[config.mk]
export PLATFORM = sky130hd
export DESIGN_NAME = seq_product_divider
export DESIGN_NICKNAME = d
export VERILOG_FILES = /design/src/rtl/seq_product_divider.sv
export SDC_FILE = /design/constraint.sdc
export NUM_CORES = 1
export LEC_CHECK = 0
export CAP_MARGIN = 10
export CORE_MARGIN = 2
export CORE_UTILIZATION = 44
export CTS_CLUSTER_SIZE = 40
export DETAILED_ROUTE_END_ITERATION = 12
export PLACE_DENSITY = 0.71
export SLEW_MARGIN = 40
export SYNTH_ARGS = -nofsm -noshare
export SYNTH_HDL_FRONTEND = slang
export SYNTH_SLANG_ARGS = --single-unit
[constraint.sdc]
create_clock -name clk -period 2.3 [get_ports clk]
set_clock_uncertainty 0.05 [all_clocks]
set_input_delay 0.345 -clock clk [delete_from_list [all_inputs] [get_ports clk]]
set_output_delay 0.345 -clock clk [all_outputs]
set_load 0.01 [all_outputs]
[src/rtl/seq_product_divider.sv]
`default_nettype none
// ============================================================================
// Module      : seq_product_divider
// Description : Radix-2 restoring divider, (2N+1)-bit dividend by (N+1)-bit
//               divisor, valid/ready on both sides, one operation in flight.
//               Define SEQ_DIV_SIGNED_EN for two's-complement operands.
// Revision    : 1.0 - initial release
// ============================================================================
module seq_product_divider #(
    parameter int N = 8
) (
    input  logic         clk,
    input  logic         rst_n,
    input  logic         in_valid,
    output logic         in_ready,
    input  logic [2*N:0] dividend,
    input  logic [N:0]   divisor,
    output logic         out_valid,
    input  logic         out_ready,
    output logic [N:0]   quotient,
    output logic [N:0]   remainder,
    output logic         ovf,
    output logic         dz
);

    localparam int c_cnt_w = $clog2(2*N+1);
    localparam logic [c_cnt_w-1:0] c_cnt_full = c_cnt_w'(2*N);
    localparam logic [c_cnt_w-1:0] c_cnt_one  = c_cnt_w'(1);
    localparam logic [2*N:0] c_q_pos_max = {{N{1'b0}}, 1'b0, {N{1'b1}}};
    localparam logic [2*N:0] c_q_neg_max = {{N{1'b0}}, 1'b1, {N{1'b0}}};

    typedef enum logic [1:0] {
        S_IDLE = 2'd0,
        S_DIV  = 2'd1,
        S_FIX  = 2'd2,
        S_DONE = 2'd3
    } state_t;

    state_t r_state;
    state_t w_state_next;

    logic [2*N:0]         r_dvd;
    logic [N:0]           r_dvs;
    logic [N+1:0]         r_rem;
    logic [c_cnt_w-1:0]   r_cnt;
    logic                 r_zero;
    logic [N:0]           r_quotient;
    logic [N:0]           r_remainder;
    logic                 r_ovf;
    logic                 r_dz;
`ifdef SEQ_DIV_SIGNED_EN
    logic                 r_sa;
    logic                 r_sb;
`endif

    logic                 w_accept;
    logic                 w_dvs_zero;
    logic [2*N:0]         w_dvd_mag;
    logic [N:0]           w_dvs_mag;
    logic [N+2:0]         w_shift;
    logic [N+2:0]         w_diff;
    logic                 w_qbit;
    logic                 w_q_neg;
    logic                 w_r_neg;
    logic [N:0]           w_quot_fix;
    logic [N:0]           w_rem_src;
    logic [N:0]           w_rem_fix;
    logic                 w_ovf_fix;

    assign in_ready   = (r_state == S_IDLE);
    assign out_valid  = (r_state == S_DONE);
    assign quotient   = r_quotient;
    assign remainder  = r_remainder;
    assign ovf        = r_ovf;
    assign dz         = r_dz;

    assign w_accept   = in_valid && (r_state == S_IDLE);
    assign w_dvs_zero = (divisor == '0);

`ifdef SEQ_DIV_SIGNED_EN
    assign w_dvd_mag  = dividend[2*N] ? -dividend : dividend;
    assign w_dvs_mag  = divisor[N]    ? -divisor  : divisor;
    assign w_q_neg    = r_sa ^ r_sb;
    assign w_r_neg    = r_sa;
    assign w_ovf_fix  = w_q_neg ? (r_dvd > c_q_neg_max) : (r_dvd > c_q_pos_max);
`else
    assign w_dvd_mag  = dividend;
    assign w_dvs_mag  = divisor;
    assign w_q_neg    = 1'b0;
    assign w_r_neg    = 1'b0;
    assign w_ovf_fix  = |r_dvd[2*N:N+1];
`endif

    // Restoring step: shift the next dividend bit into the partial remainder
    assign w_shift    = {r_rem, r_dvd[2*N]};
    assign w_diff     = w_shift - {2'b00, r_dvs};
    assign w_qbit     = ~w_diff[N+2];

    // Zero divisor leaves the dividend magnitude untouched, so re-applying
    // its sign recovers the raw low dividend bits for the remainder.
    assign w_quot_fix = w_q_neg ? -r_dvd[N:0] : r_dvd[N:0];
    assign w_rem_src  = r_zero ? r_dvd[N:0] : r_rem[N:0];
    assign w_rem_fix  = w_r_neg ? -w_rem_src : w_rem_src;

    always_ff @(posedge clk or negedge rst_n) begin
        if (!rst_n) begin
            r_state <= S_IDLE;
        end else begin
            r_state <= w_state_next;
        end
    end

    always_comb begin
        w_state_next = r_state;
        case (r_state)
            S_IDLE:  if (in_valid) w_state_next = w_dvs_zero ? S_FIX : S_DIV;
            S_DIV:   if (r_cnt == '0) w_state_next = S_FIX;
            S_FIX:   if (r_cnt == '0) w_state_next = S_DONE;
            S_DONE:  if (out_ready) w_state_next = S_IDLE;
            default: w_state_next = S_IDLE;
        endcase
    end

    always_ff @(posedge clk or negedge rst_n) begin
        if (!rst_n) begin
            r_dvd       <= '0;
            r_dvs       <= '0;
            r_rem       <= '0;
            r_cnt       <= '0;
            r_zero      <= 1'b0;
`ifdef SEQ_DIV_SIGNED_EN
            r_sa        <= 1'b0;
            r_sb        <= 1'b0;
`endif
            r_quotient  <= '0;
            r_remainder <= '0;
            r_ovf       <= 1'b0;
            r_dz        <= 1'b0;
        end else begin
            case (r_state)
                S_IDLE: begin
                    if (w_accept) begin
                        r_dvd  <= w_dvd_mag;
                        r_dvs  <= w_dvs_mag;
                        r_rem  <= '0;
                        r_zero <= w_dvs_zero;
                        // Zero divisor: FIX is held one extra cycle so the
                        // flagged result appears two edges after accept.
                        r_cnt  <= w_dvs_zero ? c_cnt_one : c_cnt_full;
`ifdef SEQ_DIV_SIGNED_EN
                        r_sa   <= dividend[2*N];
                        r_sb   <= divisor[N];
`endif
                    end
                end
                S_DIV: begin
                    r_dvd <= {r_dvd[2*N-1:0], w_qbit};
                    r_rem <= w_qbit ? w_diff[N+1:0] : w_shift[N+1:0];
                    if (r_cnt != '0) begin
                        r_cnt <= r_cnt - c_cnt_one;
                    end
                end
                S_FIX: begin
                    if (r_cnt != '0) begin
                        r_cnt <= r_cnt - c_cnt_one;
                    end else if (r_zero) begin
                        r_quotient  <= '1;
                        r_remainder <= w_rem_fix;
                        r_ovf       <= 1'b0;
                        r_dz        <= 1'b1;
                    end else begin
                        r_quotient  <= w_quot_fix;
                        r_remainder <= w_rem_fix;
                        r_ovf       <= w_ovf_fix;
                        r_dz        <= 1'b0;
                    end
                end
                default: begin
                end
            endcase
        end
    end

endmodule
`default_nettype wire

# After elaboration in Yosys (flattened, before gate mapping)
# Index checks and enable logic that the tools add are counted.
word_totals:
  ff_bits: 64
  inputBits: 30
  wordCells: 56
op_classes:
  n_addsub: 2
  n_eq_ne: 9
  mux: 19
  bitwise: 2
  reduce_logical: 14
op_table:
  columns: ["op", "n"]
  rows:
  - ["$pmux W17 S2", 1]
  - ["$mux W10", 2]
  - ["$pmux W10 S2", 1]
  - ["$mux W9", 2]
  - ["$mux W17", 1]
  - ["$mux W5", 3]
  - ["$sub A11 B9 Y11", 1]
  - ["$mux W2", 5]
  - ["$pmux W5 S2", 1]
  - ["$logic_not A9 Y1", 1]
  - ["$pmux W2 S4", 1]
  - ["$reduce_or A8 Y1", 1]
  - ["$ne A2 B1 Y1 const B", 3]
  - ["$ne A2 B2 Y1 const B", 3]
  - ["$reduce_and A2 Y1", 3]
  - ["$logic_not A5 Y1", 1]
  - ["$reduce_bool A5 Y1", 1]
  - ["$sub A5 B1 Y5 const B", 1]
  - ["$eq A2 B2 Y1 const B", 2]
  - ["$reduce_and A4 Y1", 1]
  - ["$reduce_bool A2 Y1", 2]
  - ["$reduce_and A3 Y1", 1]
  - ["$eq A2 B1 Y1 const B", 1]
  - ["$logic_not A2 Y1", 1]
  - ["4 further kinds", 6]

# Logic depth before layout (Yosys ltp)
# Gate-level depths: netlist of the first run.
depth:
  depth_word: 4
  ltp_mapped: 11
  ltp_nobuf: 10

# Worst setup path before layout of the first run
# No wires, ideal clock.
synth_path:
  path_kind: "register to register"
  startpoint: "register r_dvd[16]"
  endpoint: "register r_rem[3]"
  setup_time_ns: 0.128
  arrival_time_ns: 2.124
  t_required_ns: 2.122
  slack_ns: -0.002
  path_stages_with_launch: 12
  path_buffers: 1
  synth_period_minus_slack_ns: 2.302
  path_cell_list: "dfrtp_1 -> inv_1 -> ha_1 -> inv_1 -> fa_1 -> a21o_2 -> nand4_2 -> o211ai_2 -> mux2i_2 -> buf_6 -> mux2i_1 -> o21ai_1"
synth_via:
  elab_chain_cells: 3
synth_lines:
  columns: ["item", "line_no", "rtl"]
  rows:
  - ["start, declared", "42", "logic [2*N:0] r_dvd;"]
  - ["start signal, assigned", "143", "r_dvd <= w_dvd_mag;"]
  - ["start signal, assigned", "157", "r_dvd <= {r_dvd[2*N-1:0], w_qbit};"]
  - ["$sub A11 B9 Y11", "96", "assign w_diff = w_shift - {2'b00, r_dvs};"]
  - ["$mux W10", "158", "r_rem <= w_qbit ? w_diff[N+1:0] : w_shift[N+1:0];"]
  - ["$pmux W10 S2", "140", "case (r_state)"]
  - ["end signal, assigned", "158", null]
  - ["end, declared", "44", "logic [N+1:0] r_rem;"]
# Every way passes these cells.
# A chain may end at the register's enable or synchronous reset.

# Final worst setup path of the first run
layout_path:
  startpoint: "register r_dvd[16]"
  endpoint: "register r_rem[0]"
layout_via:
  elab_chain_cells: 3
layout_lines:
  columns: ["item", "line_no"]
  rows:
  - ["$sub A11 B9 Y11", "96"]
  - ["$mux W10 (*)", "158"]
  - ["$pmux W10 S2 (*)", "140"]
# Every way passes the cells marked *; elsewhere a longest branch is shown, timed or not.

==> results by stage, run 1 <==
Run status:
- The run finished with clean final reports.

Power and ir drop:
- Across the VDD grid, the largest voltage drop is 0.681 mV.
- The fraction of power spent switching nets is 0.399.
- In this run the static leakage power is 1.95 nW.
- Of the total power, the clock network draws 0.166.
- Internal power comes to 0.00391 W.
- The share of total power dissipated in sequential elements is 0.307.
- The power per cell area is 1460 nW/um^2.
- The switching power summed over all nets is 0.00260 W.
- The combinational share of power is 0.527.

Detailed routing:
- The count of nets left with antenna violations once routing finished came out at 0.
- The number of detailed-routing iterations run before antenna repair is 4.
- The via total after detailed routing is 2722.
- The highest metal layer with signal wires is met4.
- The met1 wire length is 3.76 mm.
- The number of vias per cell after detailed routing is 5.17.
- The routed length on met3 is 284 um.
- The detailed router finished its first iteration with 108 violations.
- For this run, design rule violations remaining after detail routing come to 0.
- Dividing the detail-routed wire length by the instance count gives 14.2 um.
- The sum of routed wire length over all layers is 7.49 mm.
- The length of routed met2 wiring is 3.31 mm.

GRT:
- The total overflow left after global routing is 0.
- The overall track demand over capacity in global routing is 0.187.
- The wire length of the first global-routing pass is 12.7 mm.
- The pin count of the biggest net entering global routing is 37.
- The initial antenna violation count is 0.
- The via count of the first global-routing pass is 2683.

Layout:
- After the flow finishes, the layout carries non-filler instances totaling 526.
- Counting the fill cells in the layout gives 663.
- The final layout contains 465 nets.
- The number of antenna diodes in the final layout is 0.
- The area of all placed cells without fillers is 4460 um^2.
- Compared with the post-synthesis result, the final layout area differs by 29.2%.
- The fraction of final layout cells with drive strength greater than 1 is 0.144.

Clock tree:
- The CTS sink count is 64.
- Counting along the longest clock path gives a buffer depth of 2.
- In this run the number of H-tree levels came out at 3.
- The clock root buffer master is sky130_fd_sc_hd__clkbuf_8.
- The latest clock arrival within the worst-skew pair is 330 ps.
- The clock tree from TritonCTS is done.
- Clock-pin slew was measured on the worst setup and hold paths at 80 ps.
- Clock tree synthesis inserted a total of 9 buffers.

Timing:
- The worst path needs 2270 ps of the cycle, external delays included.
- The number of hold violations in the final report is 0.
- The max-slew violation count is 0.
- Dividing the final minimum period by the clock period gives 0.987.
- Setup total negative slack on the finished layout was measured at 0 ps.
- At the pin with the least slew margin, the transition time is 512 ps.
- Timing would allow up to 0.440 GHz.
- Setup repair after global routing could not meet its margin everywhere.
- Setup violations remaining at the end of the flow were counted as 0.
- The normalized max-slew margin is 0.658.

Place:
- Including well taps, the total number of placed cells is 503.
- The instance area at placement is 4130 um^2.
- Once detailed placement completed, the half-perimeter wirelength came to 5.55 mm.
- Port buffering added 51 buffers.
- The congestion estimate from routability-driven global placement came to 0.829.

Synthesis:
- The part of the Yosys area used for sequential elements is 0.464.
- Dividing the synthesized area by the synthesized cell count gives 9.73 um^2.
- The mapped cell area is 3450 um^2.
- The number of distinct library cells after synthesis is 45.
- In this run, synthesis inferred 0 flip-flops with an integrated enable.
- In the synthesized netlist the async set-or-reset flop fraction comes to 1.00.
- The post-synthesis instance total is 355.
- Yosys printed 0 warnings.
- Synthesis produced a netlist with a net count of 401.
- The post-synthesis register bit count is 64.
- The most instantiated flip-flop cell in the synthesis netlist is sky130_fd_sc_hd__dfrtp_1.

Die:
- The core region is 7650 um^2.
- The width of the chip is 92.6 um.
- The die is 92.6 um tall.
- The number of placement rows is 32.
- The die covers 8570 um^2.
- The starting utilization of the core area is 0.452.
- The number of top-level pins is 52.

Critical path:
- The worst setup path is captured at a register.
- The required time of the critical path is 2460 ps.
- By startpoint and endpoint, the worst setup path is classified as register to register.
- Along the worst path, the maximum fanout reaches 5.
- Measured in cells, the most critical reg-to-reg path has a length of 11.
- The arrival time at the worst endpoint is 2430 ps.
- The worst setup path is launched from a register.

Job:
- The number of max-capacitance violations reported is 0.

Hold path:
- The path category of the worst min-delay check is input pin to asynchronous set/reset pin.
## power by group through the flow
stage | clock network [W] | logic, W | registers (W)
final | 0.00108 | 0.00343 | 0.00200
after detailed placement | 0 | 0.00316 | 0.00202
after global placement | 0 | 0.00304 | 0.00199
after global routing | 0.00115 | 0.00382 | 0.00207
after CTS | 0.00109 | 0.00331 | 0.00200
after floorplan | 0 | 0.00226 | 0.00193
## through the flow
step / total power, W / worst slack, ps / util / hold slack, ps
floorplan: 0.00419 / 48.4 / - / -0.591
global placement: 0.00504 / 41.1 / 0.540 / 252
detailed placement: 0.00518 / -48.9 / 0.540 / 255
CTS: 0.00639 / 3.69 / 0.577 / 440
global route: 0.00704 / -60.7 / 0.584 / 461
finish: 0.00651 / 29.3 / 0.584 / 432
## critical path: stages (launching register included)
cell                       delay [ps]
sky130_fd_sc_hd__dfrtp_1          390
sky130_fd_sc_hd__inv_2             80
sky130_fd_sc_hd__ha_4             130
sky130_fd_sc_hd__inv_2             30
sky130_fd_sc_hd__fa_2             340
sky130_fd_sc_hd__a21o_4           230
sky130_fd_sc_hd__nand4_4           70
sky130_fd_sc_hd__o211ai_4          90
sky130_fd_sc_hd__mux2i_2          230
sky130_fd_sc_hd__buf_4            180
sky130_fd_sc_hd__nor3_2            50
sky130_fd_sc_hd__a221o_1          270
## registers in the layout (all words and copies together) (netlist names)
name / flops
quotient: 9
remainder: 9
dz: 1
r_rem: 10
r_dvd: 17
r_cnt: 5
r_zero: 1
ovf: 1
r_state: 2
r_dvs: 9
## cells by family after synthesis
logic type	Yosys count	synth area share
AOI/OAI and AO/OA	84	0.143
xor gates and xnor gates	8	0.0203
adders and majority gates	16	0.0601
buffers and inverters	34	0.0399
DFF	64	0.464
muxes	47	0.141
and+or+nand+nor	102	0.132
## area by class of cell
type	count	area [um^2]	share of cell area
well taps	102	128	0.0286
multi-input cells	257	1780	0.399
clock buffers	9	124	0.0278
flip-flops and latches	64	1600	0.359
inverters	17	63.8	0.0143
repair buffers	70	667	0.149
clock inverters	7	96.3	0.0216
## routing by layer
| metal | track usage | up-vias |
|---|---|---|
| met4 | 0.0684 | 0 |
| met2 | 0.285 | 61 |
| li1 | - | 1364 |
| met3 | 0.0301 | 9 |
| met1 | 0.271 | 1288 |
| met5 | 0 | - |
## what timing repair did
item	4_1_cts	5_1_grt
setup endpoints to repair	7	10
pin swaps	4	4
buffers inserted	3	3
endpoints found under the hold margin	15	0
resized for setup	7	6
hold buffers	1	0
## final timing paths
kind,from,end,slack (ps)
worst min-delay path,rst_n,r_rem[4]$_DFFE_PN0P_,430
max in group asynchronous,rst_n,r_zero$_DFFE_PN0P_,1230
worst min register to register,quotient[8]$_DFFE_PN0P_,quotient[8]$_DFFE_PN0P_,430
min in group clk,quotient[8]$_DFFE_PN0P_,quotient[8]$_DFFE_PN0P_,430
worst max-delay path,r_dvd[16]$_DFFE_PN0P_,r_rem[0]$_DFFE_PN0P_,30
worst max register to register,r_dvd[16]$_DFFE_PN0P_,r_rem[0]$_DFFE_PN0P_,30
## placed cells by master, fill, tap and decap left out, types with 2 or more instances in the layout
cell                              instances
sky130_fd_sc_hd__dfrtp_1                 63
sky130_fd_sc_hd__nand2_1                 60
sky130_fd_sc_hd__clkdlybuf4s50_1         50
sky130_fd_sc_hd__o21ai_0                 36
sky130_fd_sc_hd__mux2i_1                 34
sky130_fd_sc_hd__nor2_1                  22
sky130_fd_sc_hd__o21ai_1                 19
sky130_fd_sc_hd__buf_4                   16
sky130_fd_sc_hd__inv_1                   15
sky130_fd_sc_hd__ha_1                    11
sky130_fd_sc_hd__mux2_2                   9
sky130_fd_sc_hd__clkbuf_8                 9
sky130_fd_sc_hd__a21oi_1                  8
sky130_fd_sc_hd__xnor2_1                  7
sky130_fd_sc_hd__nand3_1                  4
sky130_fd_sc_hd__nand2b_1                 4
sky130_fd_sc_hd__a21o_1                   3
sky130_fd_sc_hd__ha_2                     3
sky130_fd_sc_hd__clkinv_4                 3
sky130_fd_sc_hd__inv_2                    2
sky130_fd_sc_hd__mux2i_2                  2
sky130_fd_sc_hd__o211ai_1                 2
sky130_fd_sc_hd__o21a_1                   2
sky130_fd_sc_hd__nor4_1                   2
sky130_fd_sc_hd__a211oi_1                 2
sky130_fd_sc_hd__a22o_1                   2
sky130_fd_sc_hd__clkinv_2                 2
sky130_fd_sc_hd__bufinv_16                2
## cell usage after synthesis, types with 2 or more instances
library cell                n  area share
sky130_fd_sc_hd__o21ai_0   36       0.052
sky130_fd_sc_hd__a21o_1     3      0.0065
sky130_fd_sc_hd__mux2_2     9       0.029
sky130_fd_sc_hd__buf_2      2      0.0029
sky130_fd_sc_hd__nand3_1    4      0.0058
sky130_fd_sc_hd__ha_1      15       0.054
sky130_fd_sc_hd__dfrtp_1   64        0.46
sky130_fd_sc_hd__nor4_1     2      0.0036
sky130_fd_sc_hd__o21ai_1   19       0.028
sky130_fd_sc_hd__clkbuf_1  14       0.015
sky130_fd_sc_hd__nor3_1     2      0.0029
sky130_fd_sc_hd__nand2b_1   4      0.0072
sky130_fd_sc_hd__nand2_1   60       0.065
sky130_fd_sc_hd__a211oi_1   2      0.0043
sky130_fd_sc_hd__o211ai_1   2      0.0043
sky130_fd_sc_hd__a21oi_1    8       0.012
sky130_fd_sc_hd__mux2i_1   36        0.10
sky130_fd_sc_hd__nor2_1    22       0.024
sky130_fd_sc_hd__inv_1     17       0.018
sky130_fd_sc_hd__a22o_1     2      0.0051
sky130_fd_sc_hd__xnor2_1    7       0.018
sky130_fd_sc_hd__o21a_1     2      0.0043
No activity file was read; power rests on OpenSTA's default activity.
==> run 2: changes to the inputs <==
--- a/config.mk
+++ b/config.mk
@@ -10,7 +10,7 @@
 export CORE_UTILIZATION = 44
 export CTS_CLUSTER_SIZE = 40
 export DETAILED_ROUTE_END_ITERATION = 12
-export PLACE_DENSITY = 0.71
+export PLACE_DENSITY = 0.66
 export SLEW_MARGIN = 40
 export SYNTH_ARGS = -nofsm -noshare
 export SYNTH_HDL_FRONTEND = slang
==> run 2 against run 1 <==
Against the previous run: fmax rose by 0.56%; sequential share of layout area fell by 0.37 points; first-iteration DRC count rose by 17%; die area did not move; setup slack improved by 13 ps; clock-buffer cell count rose by 1; critical path depth did not move; power rose by 2.9%; clock power rose by 12%; via count fell by 2.4%; critical path type unchanged; largest cell class unchanged.
==> results by stage, run 2 (synthesis results as in run 1) <==
Layout:
- The fraction of final layout cells with drive strength greater than 1 is 0.143.
- The footprint of the flip-flops and latches is 1600 um^2.
- More flip-flops sit in one register than any other, and that register is r_dvd.
- At the end of the flow, the number of nets in the layout was 467.
- The largest registers in the layout are r_dvd x17, r_rem x10.
- The fill cell total of the finished layout is 674.
- Relative to the synthesized area, the layout overhead comes to 30.6%.
- The area occupied by multi-input gates is 1770 um^2.
- The library cells used most frequently in the layout, excluding fill and tap cells, are sky130_fd_sc_hd__dfrtp_1 (63), sky130_fd_sc_hd__nand2_1 (60), sky130_fd_sc_hd__clkdlybuf4s50_1 (50).
- The repair_antennas step left the layout with diodes totalling 0.
- The library cell used most frequently in the layout, excluding fill and tap cells, is sky130_fd_sc_hd__dfrtp_1.
- The number of flip-flops in the largest register is 17.

Critical path:
- At the worst endpoint, the required time is 2480 ps.
- In this design, the critical path's most frequently occurring cell is sky130_fd_sc_hd__inv_2.
- In this run the critical register-to-register path is launched from r_dvd[16]$_DFFE_PN0P_.
- In this design, the largest share of critical-path delay is due to compound AO/OA/AOI/OAI gates.
- The arrival time at the worst endpoint is 2440 ps.
- The number of buffer and inverter instances along the worst setup path is 3.
- By startpoint and endpoint, the worst setup path is classified as register to register.
- The launching instance or port of the critical path is r_dvd[16]$_DFFE_PN0P_.
- The largest single stage delay on the critical path is 390 ps.
- The startpoint type of the worst setup path is a register.
- The worst setup path is captured at a register.
- For this design, the slowest cell found on the critical path is sky130_fd_sc_hd__dfrtp_1.
- Of all nets on the critical path, the largest fanout is 5.
- The critical path goes through inv_2 > ha_4 > inv_2 > fa_2 > a21o_4 > nand4_4 > o211ai_2 > mux2i_2 > buf_4 > nor3_2 > a221o_1.

Clock tree:
- The clock tree from TritonCTS is done.
- The tree is rooted in a sky130_fd_sc_hd__clkbuf_8.
- The total clock buffers created by CTS is 9.
- After clock tree synthesis, the clock-pin slew on the worst setup and hold paths is 70 ps.
- In this run the number of H-tree levels came out at 3.
- The clock passes through at most 2 buffers.
- The CTS sink count is 64.
- The latest clock arrival within the worst-skew pair is 340 ps.

Timing:
- The post-layout minimum cycle time is 2260 ps.
- The maximum clock frequency is 0.443 GHz.
- Setup violations remaining at the end of the flow were counted as 0.
- For the pin with the worst max-slew slack, the measured transition is 494 ps.
- The number of hold violations in the final report is 0.
- Setup repair after global routing could not meet its margin everywhere.
- The max-slew violation count was 0.
- The worst hold slack is 437 ps.
- Dividing the final minimum period by the clock period gives 0.982.
- The final-layout setup total negative slack is 0 ps.
- The normalized max-slew margin is 0.670.

Detailed routing:
- Wires add up to 7.52 mm.
- For this block, the via count after detailed routing is 2658.
- The first detailed-routing pass took 4 iterations.
- In the final routed layout, each cell accounts on average for 14.2 um.
- The detailed router finished its first iteration with 126 violations.
- Dividing the detail-routed via count by the number of cells gives 5.03.
- The final antenna-violating net count is 0.
- The remaining routing DRC violations is 0.

Power and ir drop:
- For this design the ratio of total power to cell area is 1490 nW/um^2.
- The overall power is 0.00670 W.
- The leakage power total is 1.98 nW.
- The largest voltage drop on the vdd net is 0.897 mV.

Run status:
- The run finished with clean final reports.

Die:
- The number of top-level pins is 52.
- For this configuration, the core starts out at a cell density of 0.452.
- The area of the placeable core is 7650 um^2.
- The area of the die is 8570 um^2.
- The vertical die dimension is 92.6 um.
- The number of placement rows is 32.
- In this run the horizontal extent of the chip is 92.6 um.

GRT:
- The via count of the first global-routing pass is 2592.
- Entering global routing, the biggest net connects 65 pins.
- The first global-routing pass estimated 12.6 mm of wire.
- The initial antenna violation count is 0.
- The overall track demand over capacity in global routing is 0.188.
- Summed over all layers, the global routing overflow is 0.

Hold path:
- The worst hold path begins at quotient[3]$_DFFE_PN0P_.
- The tightest min-delay check is of the register to register type.

Place:
- The congestion estimate from routability-driven global placement came to 0.830.
- Detailed placement finished with a half-perimeter wire length of 5.35 mm.
- The count of buffers added on input and output ports is 51.

Job:
- The number of max-capacitance violations reported is 0.
==> run 2: cell count changes in the layout (fill, tap and decap cells not counted), sizes merged <==
| cell | change |
|---|---|
| bufinv | +1 |
| clkbuf | +1 |
| inv | +1 |
| buf | +2 |
| clkinv | -4 |
| clkinvlp | +1 |
==> run 2: metrics by stage <==
step,worst slack [ps],cell area [um^2],utilization,std cells
2_1_floorplan,48.4,3460,-,355
3_3_place_gp,23.9,4130,0.540,501
3_5_place_dp,-48.9,4130,0.540,501
4_1_cts,3.55,4480,0.586,525
5_1_grt,-58.0,4510,0.590,528
6_report,42.0,4510,0.590,528
==> run 2: per-layer routing <==
metal,wire length (um),up-vias,GRT usage
met2,3570,65,0.301
met5,0,-,0
met3,349,5,0.0488
met4,62,0,0.0535
met1,3530,1227,0.253
li1,-,1361,-
==> run 2: report_power, final <==
part	internal, W	switching [W]
clock	0.000755	0.000459
combinational	0.00177	0.00171
sequential	0.00158	0.000408
==> run 2: layout make-up <==
class,instances,area share
flip-flops and latches,64,0.355
clock inverters,6,0.0255
inverters,17,0.0142
repair buffers,72,0.154
multi-input cells,257,0.392
clock buffers,10,0.0305
well taps,102,0.0283
==> run 2: worst paths after layout <==
kind,end,slack [ps],depth (start not counted)
max in group asynchronous,r_zero$_DFFE_PN0P_,1400,3
worst min register to register,quotient[3]$_DFFE_PN0P_,440,2
min in group asynchronous,quotient[8]$_DFFE_PN0P_,490,3
worst max register to register,r_rem[0]$_DFFE_PN0P_,40,11
worst max-delay path,r_rem[0]$_DFFE_PN0P_,40,11
worst min-delay path,quotient[3]$_DFFE_PN0P_,440,2
==> run 2: timing repair <==
item / CTS / global route
pin swaps: 5 / 4
resized for setup: 8 / 2
setup endpoints to repair: 8 / 10
hold endpoints to repair: 64 / 0
hold buffers: 1 / 0
setup buffers: 7 / 3
==> run 2: tightest hold or removal path, stage by stage (launching register included) <==
cell and delay, ps:
sky130_fd_sc_hd__dfrtp_1 340, sky130_fd_sc_hd__nand2_1 40, sky130_fd_sc_hd__o21ai_0 60
==> run 3: changes to the inputs <==
--- a/config.mk
+++ b/config.mk
@@ -5,7 +5,7 @@
 export SDC_FILE = /design/constraint.sdc
 export NUM_CORES = 1
 export LEC_CHECK = 0
-export CAP_MARGIN = 10
+export CAP_MARGIN = 20
 export CORE_MARGIN = 2
 export CORE_UTILIZATION = 44
 export CTS_CLUSTER_SIZE = 40
==> results of run 3 <==
Final layout, timing and power as in run 2 (identical DEF).
